**config.mk**
```make
export PLATFORM = sky130hd
export DESIGN_NAME = vector_alu_seq
export DESIGN_NICKNAME = d
export VERILOG_FILES = /design/src/rtl/vector_alu_pkg.sv /design/src/rtl/vector_alu_seq_lane.sv /design/src/rtl/vector_alu_seq.sv
export SDC_FILE = /design/constraint.sdc
export NUM_CORES = 1
export LEC_CHECK = 0
export BUFFER_PORTS_ARGS = -buffer_cell sky130_fd_sc_hd__buf_2
export CAP_MARGIN = 30
export CORE_AREA = 2 2 183 185
export CTS_CLUSTER_DIAMETER = 60
export DETAILED_ROUTE_END_ITERATION = 8
export DIE_AREA = 0 0 185 187
export MAX_ROUTING_LAYER = met4
export PLACE_DENSITY = 0.76
export SYNTH_ARGS = -nofsm -noshare
export SYNTH_HDL_FRONTEND = slang
export SYNTH_HIERARCHICAL = 1
export SYNTH_SLANG_ARGS = --single-unit
export TNS_END_PERCENT = 100
```
**constraint.sdc**
```tcl
create_clock -name clk -period 5.68 [get_ports clk]
set_input_delay 0.852 -clock clk [delete_from_list [all_inputs] [get_ports clk]]
set_output_delay 0.852 -clock clk [all_outputs]
set_load 0.01 [all_outputs]
```
**src/rtl/vector_alu_pkg.sv**
```systemverilog
// Shared definitions for the sequential vector ALU: opcodes, FSM states and
// the lane saturation clamp helper.
package vector_alu_pkg;

  localparam logic [4:0] OP_ADD   = 5'b00000;
  localparam logic [4:0] OP_PASS  = 5'b00001;
  localparam logic [4:0] OP_SUB   = 5'b00010;
  localparam logic [4:0] OP_AND   = 5'b00011;
  localparam logic [4:0] OP_OR    = 5'b00100;
  localparam logic [4:0] OP_XOR   = 5'b00101;
  localparam logic [4:0] OP_ADDS  = 5'b00110;
  localparam logic [4:0] OP_SUBS  = 5'b00111;
  localparam logic [4:0] OP_MUL   = 5'b01000;
  localparam logic [4:0] OP_MULHI = 5'b01001;
  localparam logic [4:0] OP_CMP   = 5'b01010;
  localparam logic [4:0] OP_PASS2 = 5'b01011;
  localparam logic [4:0] OP_NOP   = 5'b11111;

  typedef enum logic [1:0] {
    IDLE = 2'd0,
    MUL  = 2'd1,
    FIX  = 2'd2
  } state_t;

  // Signed clamp for an lw-bit lane, right-aligned in 64 bits: min if neg, else max.
  function automatic logic [63:0] lane_clamp(input logic neg, input int unsigned lw);
    lane_clamp = neg ? (64'd1 << (lw - 1)) : ((64'd1 << (lw - 1)) - 64'd1);
  endfunction

endpackage

```
**src/rtl/vector_alu_seq_lane.sv**
```systemverilog
// One packed lane of wrapping or signed-saturating add/subtract.
module lane_addsub_sat
  import vector_alu_pkg::*;
#(
  parameter int LW = 16
) (
  input  logic signed [LW-1:0] a,
  input  logic signed [LW-1:0] b,
  input  logic                 sub,
  input  logic                 sat_en,
  output logic signed [LW-1:0] y,
  output logic                 ovf
);

  logic signed [LW-1:0] bb;
  logic signed [LW-1:0] sum;
  logic                 raw_ovf;

  function automatic logic signed [LW-1:0] sat_clamp(input logic neg);
    logic [63:0] c;
    c = lane_clamp(neg, LW);
    return c[LW-1:0];
  endfunction

  // Subtract is a + ~b + 1, so both cases share one overflow rule on (a, bb).
  always_comb begin
    bb      = sub ? ~b : b;
    sum     = a + bb + {{(LW-1){1'b0}}, sub};
    raw_ovf = (a[LW-1] == bb[LW-1]) && (sum[LW-1] != a[LW-1]);
    ovf     = sat_en && raw_ovf;
    y       = ovf ? sat_clamp(a[LW-1]) : sum;
  end

endmodule

```
**src/rtl/vector_alu_seq.sv**
```systemverilog
// Registered vector ALU with valid/ready on both sides and a bit-serial
// signed multiplier that keeps the upper product half for MULHI.
module vector_alu_seq
  import vector_alu_pkg::*;
#(
  parameter int WIDTH = 32,
  parameter int LANES = 2,
  parameter int OPW   = 5
) (
  input  logic             clk,
  input  logic             rst_n,
  input  logic             in_valid,
  output logic             in_ready,
  input  logic [OPW-1:0]   op,
  input  logic [WIDTH-1:0] r,
  input  logic [WIDTH-1:0] s,
  output logic             out_valid,
  input  logic             out_ready,
  output logic [WIDTH-1:0] y,
  output logic [LANES-1:0] sat,
  output logic             busy
);

  localparam int LW = WIDTH / LANES;
  localparam int CW = $clog2(WIDTH) + 1;

  state_t             state;
  logic [4:0]         opc;
  logic               accept;
  logic [WIDTH-1:0]   lane_y;
  logic [LANES-1:0]   lane_ovf;
  logic               lane_sub;
  logic               lane_sat_en;
  logic [WIDTH-1:0]   alu_y;
  logic [LANES-1:0]   alu_sat;

  logic [2*WIDTH-1:0] prod;
  logic [2*WIDTH-1:0] prod_step;
  logic [2*WIDTH-1:0] prod_fix;
  logic [WIDTH:0]     acc;
  logic [WIDTH-1:0]   mcand;
  logic [WIDTH-1:0]   hi;
  logic               neg;
  logic [CW-1:0]      cnt;
  logic signed [WIDTH-1:0] r_sg;
  logic signed [WIDTH-1:0] s_sg;
  logic [WIDTH-1:0]   r_mag;
  logic [WIDTH-1:0]   s_mag;

  assign opc         = 5'(op);
  assign in_ready    = (state == IDLE) && (!out_valid || out_ready);
  assign accept      = in_valid && in_ready;
  assign lane_sub    = (opc == OP_SUB) || (opc == OP_SUBS);
  assign lane_sat_en = (opc == OP_ADDS) || (opc == OP_SUBS);

  for (genvar g = 0; g < LANES; g++) begin : g_lane
    lane_addsub_sat #(.LW(LW)) u_lane (
      .a      (r[g*LW +: LW]),
      .b      (s[g*LW +: LW]),
      .sub    (lane_sub),
      .sat_en (lane_sat_en),
      .y      (lane_y[g*LW +: LW]),
      .ovf    (lane_ovf[g])
    );
  end

  always_comb begin
    alu_y   = s;
    alu_sat = '0;
    case (opc)
      OP_ADD, OP_SUB:   alu_y = lane_y;
      OP_ADDS, OP_SUBS: begin
        alu_y   = lane_y;
        alu_sat = lane_ovf;
      end
      OP_AND:   alu_y = r & s;
      OP_OR:    alu_y = r | s;
      OP_XOR:   alu_y = r ^ s;
      OP_MULHI: alu_y = hi;
      OP_CMP:   alu_y = ((r & s) == r) ? '1 : '0;
      default:  alu_y = s;
    endcase
  end

  // Magnitudes are unsigned, so the most negative input maps to 2^(WIDTH-1).
  always_comb begin
    r_sg      = r;
    s_sg      = s;
    r_mag     = r_sg[WIDTH-1] ? WIDTH'(-r_sg) : r;
    s_mag     = s_sg[WIDTH-1] ? WIDTH'(-s_sg) : s;
    acc       = {1'b0, prod[2*WIDTH-1:WIDTH]} + (prod[0] ? {1'b0, mcand} : '0);
    prod_step = {acc, prod[WIDTH-1:1]};
    prod_fix  = neg ? -prod : prod;
  end

  always_ff @(posedge clk or negedge rst_n) begin
    if (!rst_n) begin
      state     <= IDLE;
      y         <= '0;
      sat       <= '0;
      out_valid <= 1'b0;
      busy      <= 1'b0;
      hi        <= '0;
      prod      <= '0;
      mcand     <= '0;
      neg       <= 1'b0;
      cnt       <= '0;
    end else begin
      if (out_valid && out_ready) out_valid <= 1'b0;
      case (state)
        IDLE: begin
          if (accept) begin
            if (opc == OP_MUL) begin
              state <= MUL;
              mcand <= r_mag;
              prod  <= {{WIDTH{1'b0}}, s_mag};
              neg   <= r[WIDTH-1] ^ s[WIDTH-1];
              cnt   <= '0;
              busy  <= 1'b1;
            end else if (opc != OP_NOP) begin
              y         <= alu_y;
              sat       <= alu_sat;
              out_valid <= 1'b1;
            end
          end
        end
        MUL: begin
          prod <= prod_step;
          cnt  <= cnt + 1'b1;
          if (cnt == CW'(WIDTH - 1)) state <= FIX;
        end
        FIX: begin
          y         <= prod_fix[WIDTH-1:0];
          hi        <= prod_fix[2*WIDTH-1:WIDTH];
          sat       <= '0;
          out_valid <= 1'b1;
          busy      <= 1'b0;
          state     <= IDLE;
        end
        default: state <= IDLE;
      endcase
    end
  end

endmodule

```
Word level (Yosys, flattened, before mapping)

Cells that the tools add are included.

Bits in registers: 173
Output and inout bits: 37

Add/sub/neg operators: 9
Eq/ne operators: 23
Multiplexer cells: 39
Bitwise operators: 6
Reduce and logical (&&, ||, !) cells: 22

Operators by type and width:

| operator           | count |
|---|---|
| $mux 32            | 7 |
| $mux 64            | 3 |
| $pmux 32 s6        | 1 |
| $pmux 64 s2        | 1 |
| $mux 16            | 6 |
| $neg 32->32        | 2 |
| $neg 64->64        | 1 |
| $pmux 32 s2        | 1 |
| $add 32x32->33     | 1 |
| $add 16x1->16      | 2 |
| $add 16x16->16     | 2 |
| $and 32x32->32     | 1 |
| $eq 32x32->1       | 1 |
| $not 16->16        | 2 |
| $or 32x32->32      | 1 |
| $xor 32x32->32     | 1 |
| $eq 5x3->1 const B | 4 |
| $eq 5x4->1 const B | 3 |
| $mux 2             | 7 |
| $mux 6             | 2 |
| $pmux 6 s2         | 1 |
| $reduce_and 3->1   | 4 |
| $eq 5x2->1 const B | 2 |
| $pmux 2 s2         | 2 |
| 21 further kinds   | 41 |

Longest topological paths before layout

Gate-level depths: netlist of run 1.

Depth after elaboration: 14
Depth in mapped cells: 20
Depth with buffers taken out: 15

Hierarchy

Netlist of run 1, hierarchy kept.

By module, submodules not included:

| module          | instances | cells an instance | area each (um2) | seq. area each (um2) |
|---|---|---|---|---|
| vector_alu_seq  | 1         | 1618              | 13794.5         | 4329.2 |
| lane_addsub_sat | 2         | 160               | 1173.6          | 0.0 |

Least setup slack after synthesis of run 1

No wires, ideal clock.

Kind: input to register
Start: input port op[2]
End: register y[17]
Library setup time: 0.126 ns
Arrival: 5.133 ns
Slack: 0.421 ns
Cell stages on the path: 20
Buffers on the path: 5
Cells stage by stage: clkbuf_1 -> or2_2 -> a2111oi_0 -> buf_6 -> clkbuf_1 -> xor2_1 -> ha_1 -> a21o_1 -> a2bb2oi_4 -> o22ai_2 -> o31a_1 -> buf_6 -> nor2_4 -> buf_6 -> a21oi_1 -> a222oi_1 -> o211ai_1 -> nor3_1 -> a211oi_1 -> a221o_1

Word-level cells in the longest chain between the ends: 14
Elaborated cells between the ends (all ways): 30
Those cells by class: 2 x add/sub; 14 x eq/ne; 7 x mux; 7 x reduce/logical

Ends and longest elaborated chain:

| element                                  | RTL line                  | source |
|---|---|---|
| from (decl)                              | vector_alu_seq.sv:14      | `input logic [OPW-1:0] op,` |
| $eq 5x2->1 or $eq 5x3->1 (tied branches) | vector_alu_seq.sv:53      | `assign lane_sub = (opc == OP_SUB) \|\| (opc == OP_SUBS);` |
| $logic_or 1x1->1 *                       | vector_alu_seq.sv:53      |  |
| via lane_sub                             | vector_alu_seq.sv:32      | `logic lane_sub;` |
| $mux 16                                  | vector_alu_seq_lane.sv:27 | `bb = sub ? ~b : b;` |
| $add 16x16->16                           | vector_alu_seq_lane.sv:28 | `sum = a + bb + {{(LW-1){1'b0}}, sub};` |
| $add 16x1->16                            | vector_alu_seq_lane.sv:28 |  |
| $ne 1x1->1                               | vector_alu_seq_lane.sv:29 | `raw_ovf = (a[LW-1] == bb[LW-1]) && (sum[LW-1] != a[LW-1]);` |
| $logic_and 1x1->1                        | vector_alu_seq_lane.sv:29 |  |
| $logic_and 1x1->1                        | vector_alu_seq_lane.sv:30 | `ovf = sat_en && raw_ovf;` |
| $mux 16 *                                | vector_alu_seq_lane.sv:31 | `y = ovf ? sat_clamp(a[LW-1]) : sum;` |
| via lane_y[17]                           | vector_alu_seq.sv:30      | `logic [WIDTH-1:0] lane_y;` |
| $pmux 32 s6 *                            | vector_alu_seq.sv:70      | `case (opc)` |
| $mux 32 *                                | vector_alu_seq.sv:120     | `end else if (opc != OP_NOP) begin` |
| $mux 32 *                                | vector_alu_seq.sv:113     | `if (opc == OP_MUL) begin` |
| $mux 32 *                                | vector_alu_seq.sv:112     | `if (accept) begin` |
| $pmux 32 s2 *                            | vector_alu_seq.sv:110     | `case (state)` |
| to (signal assigned)                     | vector_alu_seq.sv:121     | `y <= alu_y;` |
| to (signal assigned)                     | vector_alu_seq.sv:133     | `y <= prod_fix[WIDTH-1:0];` |
| to (decl)                                | vector_alu_seq.sv:19      | `output logic [WIDTH-1:0] y,` |

Mark *: on every way through the listed nets, which the timed path passes. The rest lies on a longest branch. The select of a mux whose other input is x is not followed.
A chain may end at the register's enable or synchronous reset.

Final worst setup path of run 1

Same ends and word-level chain as after synthesis.

==> results of run 1 <==
[through the flow]
step                      instances  instance area, um2  hold slack, ns  power (mW)  worst slack (ns)
after CTS                      2439               17700           0.484        5.81             0.995
after detailed placement       2407               17100           0.469        4.61             0.514
after floorplan                1938               16100           0.436        3.73             0.421
after global routing           2441               17700           0.238        6.22             0.638
after global placement         2404               17000           0.458        4.55             0.644
final                          2441               17700           0.238        5.87             0.980
[kinds of logic (layout without fill, tap and decap cells)]
kind of cell	count (synthesis)	after routing	share of synthesized area (%)
adder cells (fa/ha/maj)	163	163	12.8
other	0	1	0
AND/OR/NAND/NOR	541	541	17.0
buffers and inverters	197	251	4.96
multiplexers	19	19	1.35
flip-flops	173	173	26.8
AO/OA/AOI/OAI	659	659	27.0
XOR/XNOR	186	186	10.1
[state kept, by name (all words and copies together) (netlist names)]
name and flops:
sat 2, neg 1, mcand 32, hi 32
cnt 6, prod 64, busy 1, state 2
y 32, out_valid 1
[path summary, 6_finish.rpt]
kind | start | end | slack [ns] | cells past startpoint
worst max register to register | prod[0] | prod[61] | 1.93 | 12
worst min register to register | mcand[21] | mcand[21] | 0.48 | 2
worst max-delay path | op[2] | y[17] | 0.98 | 17
max in group asynchronous | rst_n | mcand[26] | 4.35 | 3
min in group clk | mcand[21] | mcand[21] | 0.48 | 2
worst min-delay path | rst_n | y[0] | 0.24 | 1
[power breakdown]
group	leakage, nW	switching (mW)	internal (mW)
clock	0.280	0.549	0.644
combinational	5.21	1.62	1.00
sequential	2.29	0.464	1.59
[worst register-to-register path, stage by stage, from the launching register on]
cell and delay [ns]:
sky130_fd_sc_hd__dfrtp_1 0.49, sky130_fd_sc_hd__buf_4 0.35, sky130_fd_sc_hd__and2_1 0.19, sky130_fd_sc_hd__ha_1 0.18, sky130_fd_sc_hd__inv_1 0.06, sky130_fd_sc_hd__fa_1 0.40, sky130_fd_sc_hd__nor2b_1 0.17, sky130_fd_sc_hd__o211ai_1 0.14
sky130_fd_sc_hd__a211o_1 0.34, sky130_fd_sc_hd__a21boi_0 0.59, sky130_fd_sc_hd__o2111ai_1 0.26, sky130_fd_sc_hd__a21o_1 0.23, sky130_fd_sc_hd__a32o_1 0.25
[placed cells by master, fill, tap and decap left out, types with 38 or more instances in the layout]
cell                        n
sky130_fd_sc_hd__o21ai_1   39
sky130_fd_sc_hd__nand2_1  191
sky130_fd_sc_hd__and2_1    38
sky130_fd_sc_hd__nand3_1   38
sky130_fd_sc_hd__ha_1     160
sky130_fd_sc_hd__xor2_1   105
sky130_fd_sc_hd__o21ai_0  178
sky130_fd_sc_hd__inv_1     83
sky130_fd_sc_hd__dfrtp_1  172
sky130_fd_sc_hd__nor2_1    98
sky130_fd_sc_hd__a21oi_1  132
sky130_fd_sc_hd__o31ai_1   38
sky130_fd_sc_hd__xnor2_1   81
sky130_fd_sc_hd__buf_2    108
[layer usage]
metal  routed length [um]  GRT usage (%)  vias to the layer above
met4                 1820           11.6                        0
met2                22800           46.0                      897
met3                 5830           7.18                      124
met5                    0              -                        -
met1                23600           45.2                     7534
li1                     -              -                     7181
[layout make-up]
cell class                      count  area [um2]
Clock inverter                     11         108
Multi-Input combinational cell   1568       11100
Inverter                           84         315
Antenna cell                        1        2.50
Tap cell                          448         561
Fill cell                        3056       15200
Clock buffer                       21         470
Timing Repair Buffer              135         803
Sequential cell                   173        4330
==> metrics.txt, run 1 <==
# TYPE chip_impl_metric gauge
chip_impl_metric{name="grt_max_degree",unit=""} 101
chip_impl_metric{name="worst-slew-pin-transition",unit="ns"} 1.04
chip_impl_info{name="synth.cells.most_frequent",value="sky130_fd_sc_hd__nand2_1, sky130_fd_sc_hd__o21ai_0, sky130_fd_sc_hd__dfrtp_1"} 1
chip_impl_metric{name="grt_use_total",unit="%"} 32.4
chip_impl_metric{name="netlist.area_leader.share",unit="%"} 26.8
chip_impl_metric{name="ir_drop",unit="V"} 0.000265
chip_impl_info{name="setup.worst_path.start_class",value="input pin"} 1
chip_impl_metric{name="first_iter_violations",unit=""} 1947
chip_impl_info{name="crit_path_end_kind",value="flop"} 1
chip_impl_metric{name="synth.net_count",unit=""} 2174
chip_impl_metric{name="power-per-cell-area",unit="nW/um2"} 332
chip_impl_metric{name="finalMaxSlewViolations",unit=""} 0
chip_impl_metric{name="cts-buffers-inserted",unit=""} 17
chip_impl_metric{name="setup_violations",unit=""} 0
chip_impl_metric{name="remaining_drc_errors",unit=""} 0
chip_impl_metric{name="fp.dieArea",unit="um2"} 34600
chip_impl_metric{name="post_route_setup_tns",unit="ns"} 0
chip_impl_info{name="critical_path_class",value="input pin to flop"} 1
chip_impl_metric{name="insertion_delay",unit="ns"} 0.45
chip_impl_metric{name="async_flop_share",unit="%"} 100
chip_impl_info{name="hold_path_class",value="input pin to async pin"} 1
chip_impl_metric{name="routed_wire_length_per_instance",unit="um"} 22.2
chip_impl_metric{name="hpwl",unit="mm"} 39.7
chip_impl_metric{name="arrival",unit="ns"} 5.04
chip_impl_metric{name="final_nets",unit=""} 2215
chip_impl_info{name="outcome",value="finished clean"} 1
chip_impl_metric{name="power.static_leakage",unit="nW"} 7.78
chip_impl_metric{name="coreArea",unit="um2"} 32900
chip_impl_metric{name="path_clk_slew",unit="ns"} 0.07
chip_impl_info{name="grt_setup_unrepaired",value="false"} 1
chip_impl_metric{name="max_freq",unit="MHz"} 213
chip_impl_metric{name="cts_resized",unit=""} 0
chip_impl_metric{name="detail-route-antenna-nets",unit=""} 0
chip_impl_metric{name="area_growth_syn_to_layout",unit="%"} 9.53
chip_impl_metric{name="critPathRequiredTime",unit="ns"} 6.02
chip_impl_metric{name="critical_path.max_fanout",unit=""} 16
chip_impl_metric{name="worst_path_largest_cell_delay",unit="ns"} 0.47
chip_impl_metric{name="synth_enable_flop_cells",unit=""} 0
chip_impl_metric{name="synthesis.instances",unit=""} 1938
chip_impl_metric{name="detail_route.first_pass.iterations",unit=""} 7
chip_impl_metric{name="route.vias.total",unit=""} 15700
chip_impl_info{name="synth.most_common_cell",value="sky130_fd_sc_hd__nand2_1"} 1
chip_impl_metric{name="synth_cell_types",unit=""} 86
chip_impl_metric{name="cts.repair_timing.setup_buffer_count",unit=""} 0
chip_impl_metric{name="netlist_area_pre_place",unit="um2"} 16100
chip_impl_info{name="clockRootBuffer",value="sky130_fd_sc_hd__clkbuf_16"} 1
chip_impl_metric{name="yosys_register_bits",unit=""} 173
chip_impl_info{name="tritoncts_clock_tree",value="yes"} 1
chip_impl_metric{name="syn_avg_cell_area",unit="um2"} 8.33
chip_impl_metric{name="dieWidth",unit="um"} 185
chip_impl_metric{name="worstPathBufferInverterCount",unit=""} 2
chip_impl_metric{name="global_route_wire_length_before_repair",unit="mm"} 85.1
chip_impl_metric{name="gp_routability_congestion",unit=""} 0.966
chip_impl_metric{name="max_cap_viol",unit=""} 0
chip_impl_metric{name="ys.warnings.count",unit=""} 6
chip_impl_metric{name="grt_antenna_before_repair",unit=""} 1
chip_impl_metric{name="boundary_pin_count",unit=""} 110
chip_impl_info{name="timing.critical_path.cells",value="buf_2 > or2_2 > a2111oi_2 > buf_4 > xor2_1 > ha_1 > a21o_1 > a2bb2oi_4 > o22ai_2 > o31a_1 > nor2_4 > a21oi_1 > a222oi_1 > o211ai_1 > nor3_1 > a211oi_1 > a221o_1"} 1
chip_impl_metric{name="wirelength",unit="mm"} 54.1
chip_impl_metric{name="floorplan.rows",unit=""} 67
chip_impl_metric{name="postCtsHoldBufs",unit=""} 0
chip_impl_metric{name="seq_area_frac_synth",unit="%"} 26.8
chip_impl_metric{name="worst_slew_margin_rel",unit="%"} 30.3
chip_impl_info{name="post_synth_main_area_contributors",value="sky130_fd_sc_hd__dfrtp_1, sky130_fd_sc_hd__ha_1, sky130_fd_sc_hd__xor2_1, sky130_fd_sc_hd__o21ai_0, sky130_fd_sc_hd__nand2_1"} 1
chip_impl_metric{name="initial_utilization",unit="%"} 49.1
chip_impl_info{name="critical-path-slowest-cell",value="sky130_fd_sc_hd__o31a_1"} 1
chip_impl_metric{name="portBuffers",unit=""} 109
chip_impl_metric{name="min_period_over_period",unit="%"} 82.7
chip_impl_metric{name="grt_pass1_vias",unit=""} 14800
chip_impl_metric{name="hold_viol",unit=""} 0
chip_impl_metric{name="globalRouteOverflowTotal",unit=""} 0
chip_impl_info{name="postSynth.topFlopCell",value="sky130_fd_sc_hd__dfrtp_1"} 1
chip_impl_info{name="critPathTopFamily",value="compound AO/OA/AOI/OAI gates"} 1
chip_impl_metric{name="die_h",unit="um"} 187
chip_impl_metric{name="post_drt_via_cell_ratio",unit=""} 6.45
chip_impl_metric{name="period_needed",unit="ns"} 4.70
chip_impl_info{name="synth_area_leader_cell",value="sky130_fd_sc_hd__dfrtp_1"} 1
chip_impl_metric{name="clockBufferDepth",unit=""} 2
chip_impl_metric{name="tritoncts_num_sinks",unit=""} 173
chip_impl_metric{name="layout-drive-gt1-share",unit="%"} 12.2
chip_impl_metric{name="ctsHtreeMaxLevel",unit=""} 4
chip_impl_metric{name="finalCoreUtilization",unit="%"} 53.8
chip_impl_metric{name="clock-skew-final",unit="ns"} 0.0112
No activity file was read; power rests on OpenSTA's default activity.
==> run 2: changes to the inputs <==
==> constraint.sdc (replaced) <==
create_clock -name clk -period 4.66 [get_ports clk]
set_input_delay 0.699 -clock clk [delete_from_list [all_inputs] [get_ports clk]]
set_output_delay 0.699 -clock clk [all_outputs]
set_load 0.01 [all_outputs]
==> run 2 against run 1 <==
Effect of this change:
- worst setup slack got worse by 0.50 ns
- critical endpoint is now y[12]
- largest power group unchanged
- global-route usage fell by 0.34 points
- combinational power rose by 23%
- largest cell class unchanged
- first-iteration DRC count rose by 8.3%
- via count rose by 0.72%
- highest routed layer unchanged
- sequential share of layout area fell by 0.22 points
- core utilization rose by 0.49 points
- final area rose by 0.91%
==> metrics.txt, run 2 (synthesis gave the netlist of run 1 again) <==
# TYPE chip_impl_metric gauge
chip_impl_info{name="outcome",value="finished clean"} 1
chip_impl_info{name="critical_path_class",value="input pin to flop"} 1
chip_impl_metric{name="tritoncts_num_sinks",unit=""} 173
chip_impl_info{name="r2r_end",value="prod[61]"} 1
chip_impl_info{name="critPathTopFamily",value="compound AO/OA/AOI/OAI gates"} 1
chip_impl_metric{name="period_needed",unit="ns"} 4.18
chip_impl_metric{name="hold_viol",unit=""} 0
chip_impl_metric{name="path_clk_slew",unit="ns"} 0.07
chip_impl_metric{name="grt_pass1_vias",unit=""} 15000
chip_impl_metric{name="wirelength",unit="mm"} 54.0
chip_impl_info{name="clockRootBuffer",value="sky130_fd_sc_hd__clkbuf_16"} 1
chip_impl_info{name="r2r-start",value="prod[0]"} 1
chip_impl_metric{name="finalMaxSlewViolations",unit=""} 0
chip_impl_metric{name="power.static_leakage",unit="nW"} 7.88
chip_impl_metric{name="clock-skew-final",unit="ns"} 0.0142
chip_impl_info{name="grt_setup_unrepaired",value="false"} 1
chip_impl_metric{name="detail_route.first_pass.iterations",unit=""} 7
chip_impl_metric{name="boundary_pin_count",unit=""} 110
chip_impl_info{name="critPathLaunch",value="op[0]"} 1
chip_impl_metric{name="coreArea",unit="um2"} 32900
chip_impl_metric{name="worst_slew_margin_rel",unit="%"} 24.9
chip_impl_info{name="timing.critical_path.cells",value="buf_2 > or2_2 > a2111oi_4 > buf_4 > xor2_1 > inv_1 > fa_1 > nor2b_1 > o31a_1 > o21ai_0 > a31oi_1 > xnor2_1 > a21oi_1 > a222oi_1 > nand4_1 > o211ai_1 > o21ai_0"} 1
chip_impl_metric{name="cts_resized",unit=""} 0
chip_impl_metric{name="max_freq",unit="MHz"} 239
chip_impl_metric{name="multi_input_area",unit="um2"} 11100
chip_impl_metric{name="area_growth_syn_to_layout",unit="%"} 10.5
chip_impl_metric{name="cts.repair_timing.setup_buffer_count",unit=""} 0
chip_impl_metric{name="dp_slack",unit="ns"} 0.0552
chip_impl_metric{name="min_period_over_period",unit="%"} 89.8
chip_impl_info{name="critical-path-slowest-cell",value="sky130_fd_sc_hd__fa_1"} 1
chip_impl_metric{name="floorplan.rows",unit=""} 67
chip_impl_metric{name="ctsHtreeMaxLevel",unit=""} 4
chip_impl_info{name="crit_path_end_kind",value="flop"} 1
chip_impl_metric{name="finalCoreUtilization",unit="%"} 54.3
chip_impl_info{name="end_of_the_critical_path",value="y[12]"} 1
chip_impl_info{name="timing.critical_path.mode_cell",value="sky130_fd_sc_hd__o21ai_0"} 1
chip_impl_metric{name="setup_violations",unit=""} 0
chip_impl_info{name="top_register",value="prod"} 1
chip_impl_metric{name="routed_wire_length_per_instance",unit="um"} 21.9
chip_impl_metric{name="regArea",unit="um2"} 4330
chip_impl_metric{name="arrival",unit="ns"} 4.49
chip_impl_info{name="tritoncts_clock_tree",value="yes"} 1
chip_impl_metric{name="layout-drive-gt1-share",unit="%"} 13.2
chip_impl_metric{name="worst-slew-pin-transition",unit="ns"} 1.12
chip_impl_metric{name="gp_routability_congestion",unit=""} 0.989
chip_impl_metric{name="route.vias.total",unit=""} 15800
chip_impl_metric{name="dieWidth",unit="um"} 185
chip_impl_metric{name="worst_path_largest_cell_delay",unit="ns"} 0.43
chip_impl_metric{name="detail-route-antenna-nets",unit=""} 0
chip_impl_info{name="setup.worst_path.start_class",value="input pin"} 1
chip_impl_metric{name="die_h",unit="um"} 187
chip_impl_metric{name="initial_utilization",unit="%"} 49.1
chip_impl_metric{name="ir_drop",unit="V"} 0.000320
chip_impl_metric{name="max_cap_viol",unit=""} 0
chip_impl_metric{name="final_nets",unit=""} 2237
chip_impl_metric{name="portBuffers",unit=""} 109
chip_impl_info{name="layout_commonest_cell",value="sky130_fd_sc_hd__nand2_1"} 1
chip_impl_metric{name="post_drt_via_cell_ratio",unit=""} 6.43
chip_impl_metric{name="first_iter_violations",unit=""} 2109
chip_impl_metric{name="postCtsHoldBufs",unit=""} 0
chip_impl_metric{name="cts-buffers-inserted",unit=""} 17
chip_impl_metric{name="worstPathBufferInverterCount",unit=""} 3
chip_impl_metric{name="design_power_total",unit="mW"} 7.22
chip_impl_metric{name="post_route_setup_tns",unit="ns"} 0
chip_impl_metric{name="layout.filler_cells",unit=""} 3033
chip_impl_metric{name="largest_reg_flops",unit=""} 64
chip_impl_metric{name="critical_path.max_fanout",unit=""} 16
chip_impl_metric{name="insertion_delay",unit="ns"} 0.44
chip_impl_metric{name="clockBufferDepth",unit=""} 2
chip_impl_metric{name="grt_antenna_before_repair",unit=""} 2
chip_impl_metric{name="remaining_drc_errors",unit=""} 0
chip_impl_info{name="hold_path_class",value="input pin to async pin"} 1
chip_impl_metric{name="global_route_wire_length_before_repair",unit="mm"} 84.2
chip_impl_metric{name="fp.dieArea",unit="um2"} 34600
chip_impl_metric{name="critPathRequiredTime",unit="ns"} 4.97
chip_impl_metric{name="timing.critical_path.depth",unit=""} 17
chip_impl_metric{name="grt_max_degree",unit=""} 74
chip_impl_metric{name="hpwl",unit="mm"} 40.3
chip_impl_metric{name="globalRouteOverflowTotal",unit=""} 0
chip_impl_metric{name="finish.cell_count_without_fillers",unit=""} 2463
chip_impl_metric{name="dpl.cell_count",unit=""} 2430
chip_impl_metric{name="reg2reg_setup_slack",unit="ns"} 1.16
chip_impl_metric{name="timing.final.ws_setup",unit="ns"} 0.476
chip_impl_info{name="commonest_non_fill_non_tap_cells_in_the_layout",value="sky130_fd_sc_hd__nand2_1, sky130_fd_sc_hd__o21ai_0, sky130_fd_sc_hd__dfrtp_1"} 1
chip_impl_metric{name="grt_use_total",unit="%"} 32.1
chip_impl_metric{name="r2r_cells",unit=""} 10
chip_impl_metric{name="power-per-cell-area",unit="nW/um2"} 405
==> run 2: cell types whose count changed in the layout (fill, tap and decap cells not counted), moves of 2 or more <==
cell,delta
sky130_fd_sc_hd__buf_4,+23
sky130_fd_sc_hd__inv_6,+6
sky130_fd_sc_hd__clkinv_4,-3
sky130_fd_sc_hd__buf_16,-2
sky130_fd_sc_hd__clkbuf_8,-2
sky130_fd_sc_hd__clkinvlp_4,-2
==> run 2: metal layers <==
layer / wire length, um / global-route usage (%) / vias up
met4: 1890 / 11.7 / 0
li1: - / - / 7223
met5: 0 / - / -
met3: 5630 / 6.72 / 135
met2: 23100 / 45.7 / 921
met1: 23400 / 44.8 / 7570
==> run 2: cell type report <==
class / instances / area share, %
Multi-Input combinational cell: 1568 / 62.2
Sequential cell: 173 / 24.3
Timing Repair Buffer: 157 / 5.29
Tap cell: 448 / 3.14
Clock buffer: 18 / 2.46
Inverter: 84 / 1.77
Clock inverter: 13 / 0.835
Antenna cell: 2 / 0.0281
==> run 2: how the worst min path moves through the flow <==
stage / slack, ns / depth (start not counted) / to / startpoint
after CTS: 0.32 / 1 / mcand[5] / rst_n
after global routing: 0.32 / 1 / mcand[5] / rst_n
final: 0.27 / 1 / mcand[5] / rst_n
after detailed placement: 0.47 / 2 / mcand[8] / mcand[8]
after floorplan: 0.40 / 0 / busy / rst_n
after global placement: 0.46 / 2 / mcand[16] / mcand[16]
==> run 2: power breakdown <==
| group | leakage [nW] | total [mW] | switching [mW] | internal (mW) |
|---|---|---|---|---|
| logic | 5.30 | 3.22 | 1.97 | 1.24 |
| registers | 2.29 | 2.52 | 0.577 | 1.94 |
| clock network | 0.294 | 1.49 | 0.672 | 0.816 |
| total | 7.88 | 7.22 | 3.22 | 4.00 |
==> run 2: through the flow <==
| step | instance area (um2) | hold WS, ns |
|---|---|---|
| floorplan | 16200 | 0.403 |
| global placement | 17200 | 0.458 |
| detailed placement | 17200 | 0.469 |
| CTS | 17800 | 0.322 |
| global route | 17800 | 0.325 |
| finish | 17800 | 0.273 |
==> run 3: changes to the inputs <==
--- a/config.mk
+++ b/config.mk
@@ -7,14 +7,13 @@
 export LEC_CHECK = 0
 export BUFFER_PORTS_ARGS = -buffer_cell sky130_fd_sc_hd__buf_2
 export CAP_MARGIN = 30
-export CORE_AREA = 2 2 183 185
+export CORE_AREA = 2 2 180 182
 export CTS_CLUSTER_DIAMETER = 60
 export DETAILED_ROUTE_END_ITERATION = 8
-export DIE_AREA = 0 0 185 187
+export DIE_AREA = 0 0 182 184
 export MAX_ROUTING_LAYER = met4
 export PLACE_DENSITY = 0.76
 export SYNTH_ARGS = -nofsm -noshare
 export SYNTH_HDL_FRONTEND = slang
-export SYNTH_HIERARCHICAL = 1
 export SYNTH_SLANG_ARGS = --single-unit
 export TNS_END_PERCENT = 100
==> run 3 against run 2 <==
Effect of this change:
- flip-flop and latch count did not move
- largest cell class unchanged
- total power fell by 23%
- non-clock buffer count fell by 1
- hold slack got worse by 0.078 ns
- worst setup slack got worse by 0.053 ns
- clock skew fell by 0.0039 ns
==> metrics.txt, run 3 <==
# TYPE chip_impl_metric gauge
chip_impl_info{name="outcome",value="finished clean"} 1
chip_impl_metric{name="hold_viol",unit=""} 0
chip_impl_metric{name="ctsHtreeMaxLevel",unit=""} 4
chip_impl_metric{name="timing.final.ws_setup",unit="ns"} 0.423
chip_impl_metric{name="global_route_wire_length_before_repair",unit="mm"} 83.5
chip_impl_info{name="top_register",value="prod"} 1
chip_impl_metric{name="syn_avg_cell_area",unit="um2"} 8.17
chip_impl_metric{name="boundary_pin_count",unit=""} 110
chip_impl_info{name="synth_area_leader_cell",value="sky130_fd_sc_hd__dfrtp_1"} 1
chip_impl_metric{name="critPathRequiredTime",unit="ns"} 4.98
chip_impl_metric{name="finalInstanceArea",unit="um2"} 17300
chip_impl_metric{name="wirelength",unit="mm"} 53.6
chip_impl_metric{name="finalMaxSlewViolations",unit=""} 0
chip_impl_metric{name="power-per-cell-area",unit="nW/um2"} 320
chip_impl_metric{name="synth_enable_flop_cells",unit=""} 0
chip_impl_info{name="critical_path_class",value="input pin to flop"} 1
chip_impl_metric{name="path_clk_slew",unit="ns"} 0.08
chip_impl_info{name="setup.worst_path.start_class",value="input pin"} 1
chip_impl_metric{name="remaining_drc_errors",unit=""} 0
chip_impl_metric{name="grt_pass1_vias",unit=""} 15100
chip_impl_metric{name="largest_reg_flops",unit=""} 64
chip_impl_metric{name="clockBufferDepth",unit=""} 2
chip_impl_metric{name="r2r_cells",unit=""} 8
chip_impl_metric{name="coreArea",unit="um2"} 31400
chip_impl_metric{name="area_growth_syn_to_layout",unit="%"} 10.7
chip_impl_info{name="postSynth.topFlopCell",value="sky130_fd_sc_hd__dfrtp_1"} 1
chip_impl_metric{name="grt_use_total",unit="%"} 32.9
chip_impl_metric{name="grt_max_degree",unit=""} 85
chip_impl_metric{name="cts-buffers-inserted",unit=""} 17
chip_impl_metric{name="detailed_place.area",unit="um2"} 16700
chip_impl_metric{name="yosys_register_bits",unit=""} 173
chip_impl_metric{name="netlist.area_leader.share",unit="%"} 27.8
chip_impl_metric{name="async_flop_share",unit="%"} 100
chip_impl_metric{name="initial_utilization",unit="%"} 49.7
chip_impl_metric{name="period_needed",unit="ns"} 4.24
chip_impl_metric{name="seq_area_frac_synth",unit="%"} 27.8
chip_impl_metric{name="arrival",unit="ns"} 4.55
chip_impl_metric{name="final_nets",unit=""} 2216
chip_impl_metric{name="dieWidth",unit="um"} 182
chip_impl_info{name="post_synth_main_area_contributors",value="sky130_fd_sc_hd__dfrtp_1, sky130_fd_sc_hd__ha_1, sky130_fd_sc_hd__o21ai_0, sky130_fd_sc_hd__xnor2_1, sky130_fd_sc_hd__nand2_1"} 1
chip_impl_metric{name="min_period_over_period",unit="%"} 90.9
chip_impl_info{name="tritoncts_clock_tree",value="yes"} 1
chip_impl_metric{name="post_drt_via_cell_ratio",unit=""} 6.56
chip_impl_metric{name="routed_wire_length_per_instance",unit="um"} 22.4
chip_impl_metric{name="hpwl",unit="mm"} 39.8
chip_impl_metric{name="netlist_area_pre_place",unit="um2"} 15600
chip_impl_metric{name="insertion_delay",unit="ns"} 0.45
chip_impl_metric{name="fin_hold_ws",unit="ns"} 0.195
chip_impl_metric{name="worst_slew_margin_rel",unit="%"} 29.2
chip_impl_metric{name="synth_cell_types",unit=""} 69
chip_impl_metric{name="post_route_setup_tns",unit="ns"} 0
chip_impl_info{name="commonest_non_fill_non_tap_cells_in_the_layout",value="sky130_fd_sc_hd__o21ai_0, sky130_fd_sc_hd__nand2_1, sky130_fd_sc_hd__dfrtp_1"} 1
chip_impl_info{name="layout_commonest_cell",value="sky130_fd_sc_hd__o21ai_0"} 1
chip_impl_metric{name="reg2reg_setup_slack",unit="ns"} 0.69
chip_impl_metric{name="ys.warnings.count",unit=""} 0
chip_impl_metric{name="portBuffers",unit=""} 109
chip_impl_metric{name="max_freq",unit="MHz"} 236
chip_impl_info{name="clockRootBuffer",value="sky130_fd_sc_hd__clkbuf_16"} 1
chip_impl_info{name="grt_setup_unrepaired",value="false"} 1
chip_impl_metric{name="synthesis.instances",unit=""} 1908
chip_impl_info{name="hold_path_class",value="input pin to async pin"} 1
chip_impl_metric{name="worst-slew-pin-transition",unit="ns"} 1.06
chip_impl_metric{name="setup_violations",unit=""} 0
chip_impl_metric{name="fp.dieArea",unit="um2"} 33500
chip_impl_metric{name="grt_antenna_before_repair",unit=""} 2
chip_impl_metric{name="synth.net_count",unit=""} 2146
chip_impl_info{name="synth.most_common_cell",value="sky130_fd_sc_hd__o21ai_0"} 1
chip_impl_metric{name="finish.cell_count_without_fillers",unit=""} 2396
chip_impl_metric{name="cts_resized",unit=""} 0
chip_impl_info{name="crit_path_end_kind",value="flop"} 1
chip_impl_metric{name="layout-drive-gt1-share",unit="%"} 11.3
chip_impl_metric{name="critical_path.max_fanout",unit=""} 13
chip_impl_metric{name="ir_drop",unit="V"} 0.000253
chip_impl_metric{name="dp_slack",unit="ns"} 0.115
chip_impl_metric{name="max_cap_viol",unit=""} 0
chip_impl_metric{name="postCtsHoldBufs",unit=""} 0
chip_impl_metric{name="detail-route-antenna-nets",unit=""} 0
chip_impl_metric{name="route.vias.total",unit=""} 15700
chip_impl_metric{name="dpl.cell_count",unit=""} 2361
chip_impl_metric{name="power.static_leakage",unit="nW"} 7.66
chip_impl_metric{name="globalRouteOverflowTotal",unit=""} 0
chip_impl_metric{name="detail_route.first_pass.iterations",unit=""} 6
chip_impl_metric{name="tritoncts_num_sinks",unit=""} 173
chip_impl_metric{name="first_iter_violations",unit=""} 1881
chip_impl_info{name="synth.cells.most_frequent",value="sky130_fd_sc_hd__o21ai_0, sky130_fd_sc_hd__nand2_1, sky130_fd_sc_hd__dfrtp_1"} 1
chip_impl_metric{name="die_h",unit="um"} 184
chip_impl_metric{name="floorplan.rows",unit=""} 65
chip_impl_metric{name="gp_routability_congestion",unit=""} 0.976
chip_impl_metric{name="cts.repair_timing.setup_buffer_count",unit=""} 0
chip_impl_metric{name="clock-skew-final",unit="ns"} 0.0104
-- run 3: cell types whose count changed in the layout (fill, tap and decap cells not counted), moves of 17 or more --
cell / delta
sky130_fd_sc_hd__xnor2_1: +53
sky130_fd_sc_hd__o21ai_0: +77
sky130_fd_sc_hd__nand3_1: +17
sky130_fd_sc_hd__a222oi_1: -24
sky130_fd_sc_hd__a31oi_1: -22
sky130_fd_sc_hd__a21oi_1: -35
sky130_fd_sc_hd__a221oi_1: +21
sky130_fd_sc_hd__xor2_1: -43
sky130_fd_sc_hd__o21ai_1: -35
-- run 3: where the power goes --
part | total (mW) | switching, mW | internal, mW
Combinational | 1.95 | 1.18 | 0.778
Clock | 1.44 | 0.710 | 0.727
Sequential | 2.14 | 0.369 | 1.77
Total | 5.53 | 2.26 | 3.28
-- run 3: cell type report --
cell class                      instances  area, um2
Fill cell                            2964      14100
Multi-Input combinational cell       1548      10600
Sequential cell                       173       4330
Timing Repair Buffer                  156        925
Tap cell                              402        503
Clock buffer                           20        457
Inverter                               82        308
Clock inverter                         12        101
Antenna cell                            3       7.51
-- run 3: path summary, 6_finish.rpt --
path | startpoint | to
max | op[2] | y[31]
min | rst_n | out_valid
max reg2reg | prod[26] | hi[31]
min reg2reg | mcand[28] | mcand[28]
max in group asynchronous | rst_n | y[0]
min in group clk | mcand[28] | mcand[28]
-- run 3: routing by layer --
layer | vias up | track usage, % | wire length, um
met5 | - | - | 0
met4 | 0 | 20.3 | 3580
met3 | 233 | 5.45 | 4780
met2 | 932 | 50.6 | 23800
met1 | 7464 | 40.6 | 21400
li1 | 7077 | - | -
-- run 3: through the flow --
step / util, % / power [mW]
floorplan: - / 3.34
global placement: 53.1 / 4.00
detailed placement: 53.2 / 4.04
CTS: 55.0 / 5.47
global route: 55.0 / 5.83
finish: 55.0 / 5.53
-- run 3: cell families after synthesis --
family,count (synthesis),synth area share (%)
mux,9,0.594
buf+inv,187,4.50
compound gates,621,25.1
fa+ha+maj,165,13.4
simple gates,557,17.7
xor+xnor,196,11.0
flops,173,27.8
-- run 3: worst max-delay path, cell delays in order --
cell and delay, ns:
sky130_fd_sc_hd__buf_2 0.22, sky130_fd_sc_hd__xor2_1 0.43, sky130_fd_sc_hd__or2_2 0.46, sky130_fd_sc_hd__buf_4 0.34, sky130_fd_sc_hd__xnor2_1 0.16, sky130_fd_sc_hd__ha_1 0.30
sky130_fd_sc_hd__a21o_1 0.20, sky130_fd_sc_hd__a2111oi_1 0.44, sky130_fd_sc_hd__buf_4 0.20, sky130_fd_sc_hd__a211oi_1 0.09, sky130_fd_sc_hd__nor2_1 0.26, sky130_fd_sc_hd__mux2_2 0.37
sky130_fd_sc_hd__a311oi_1 0.28, sky130_fd_sc_hd__o31ai_1 0.11
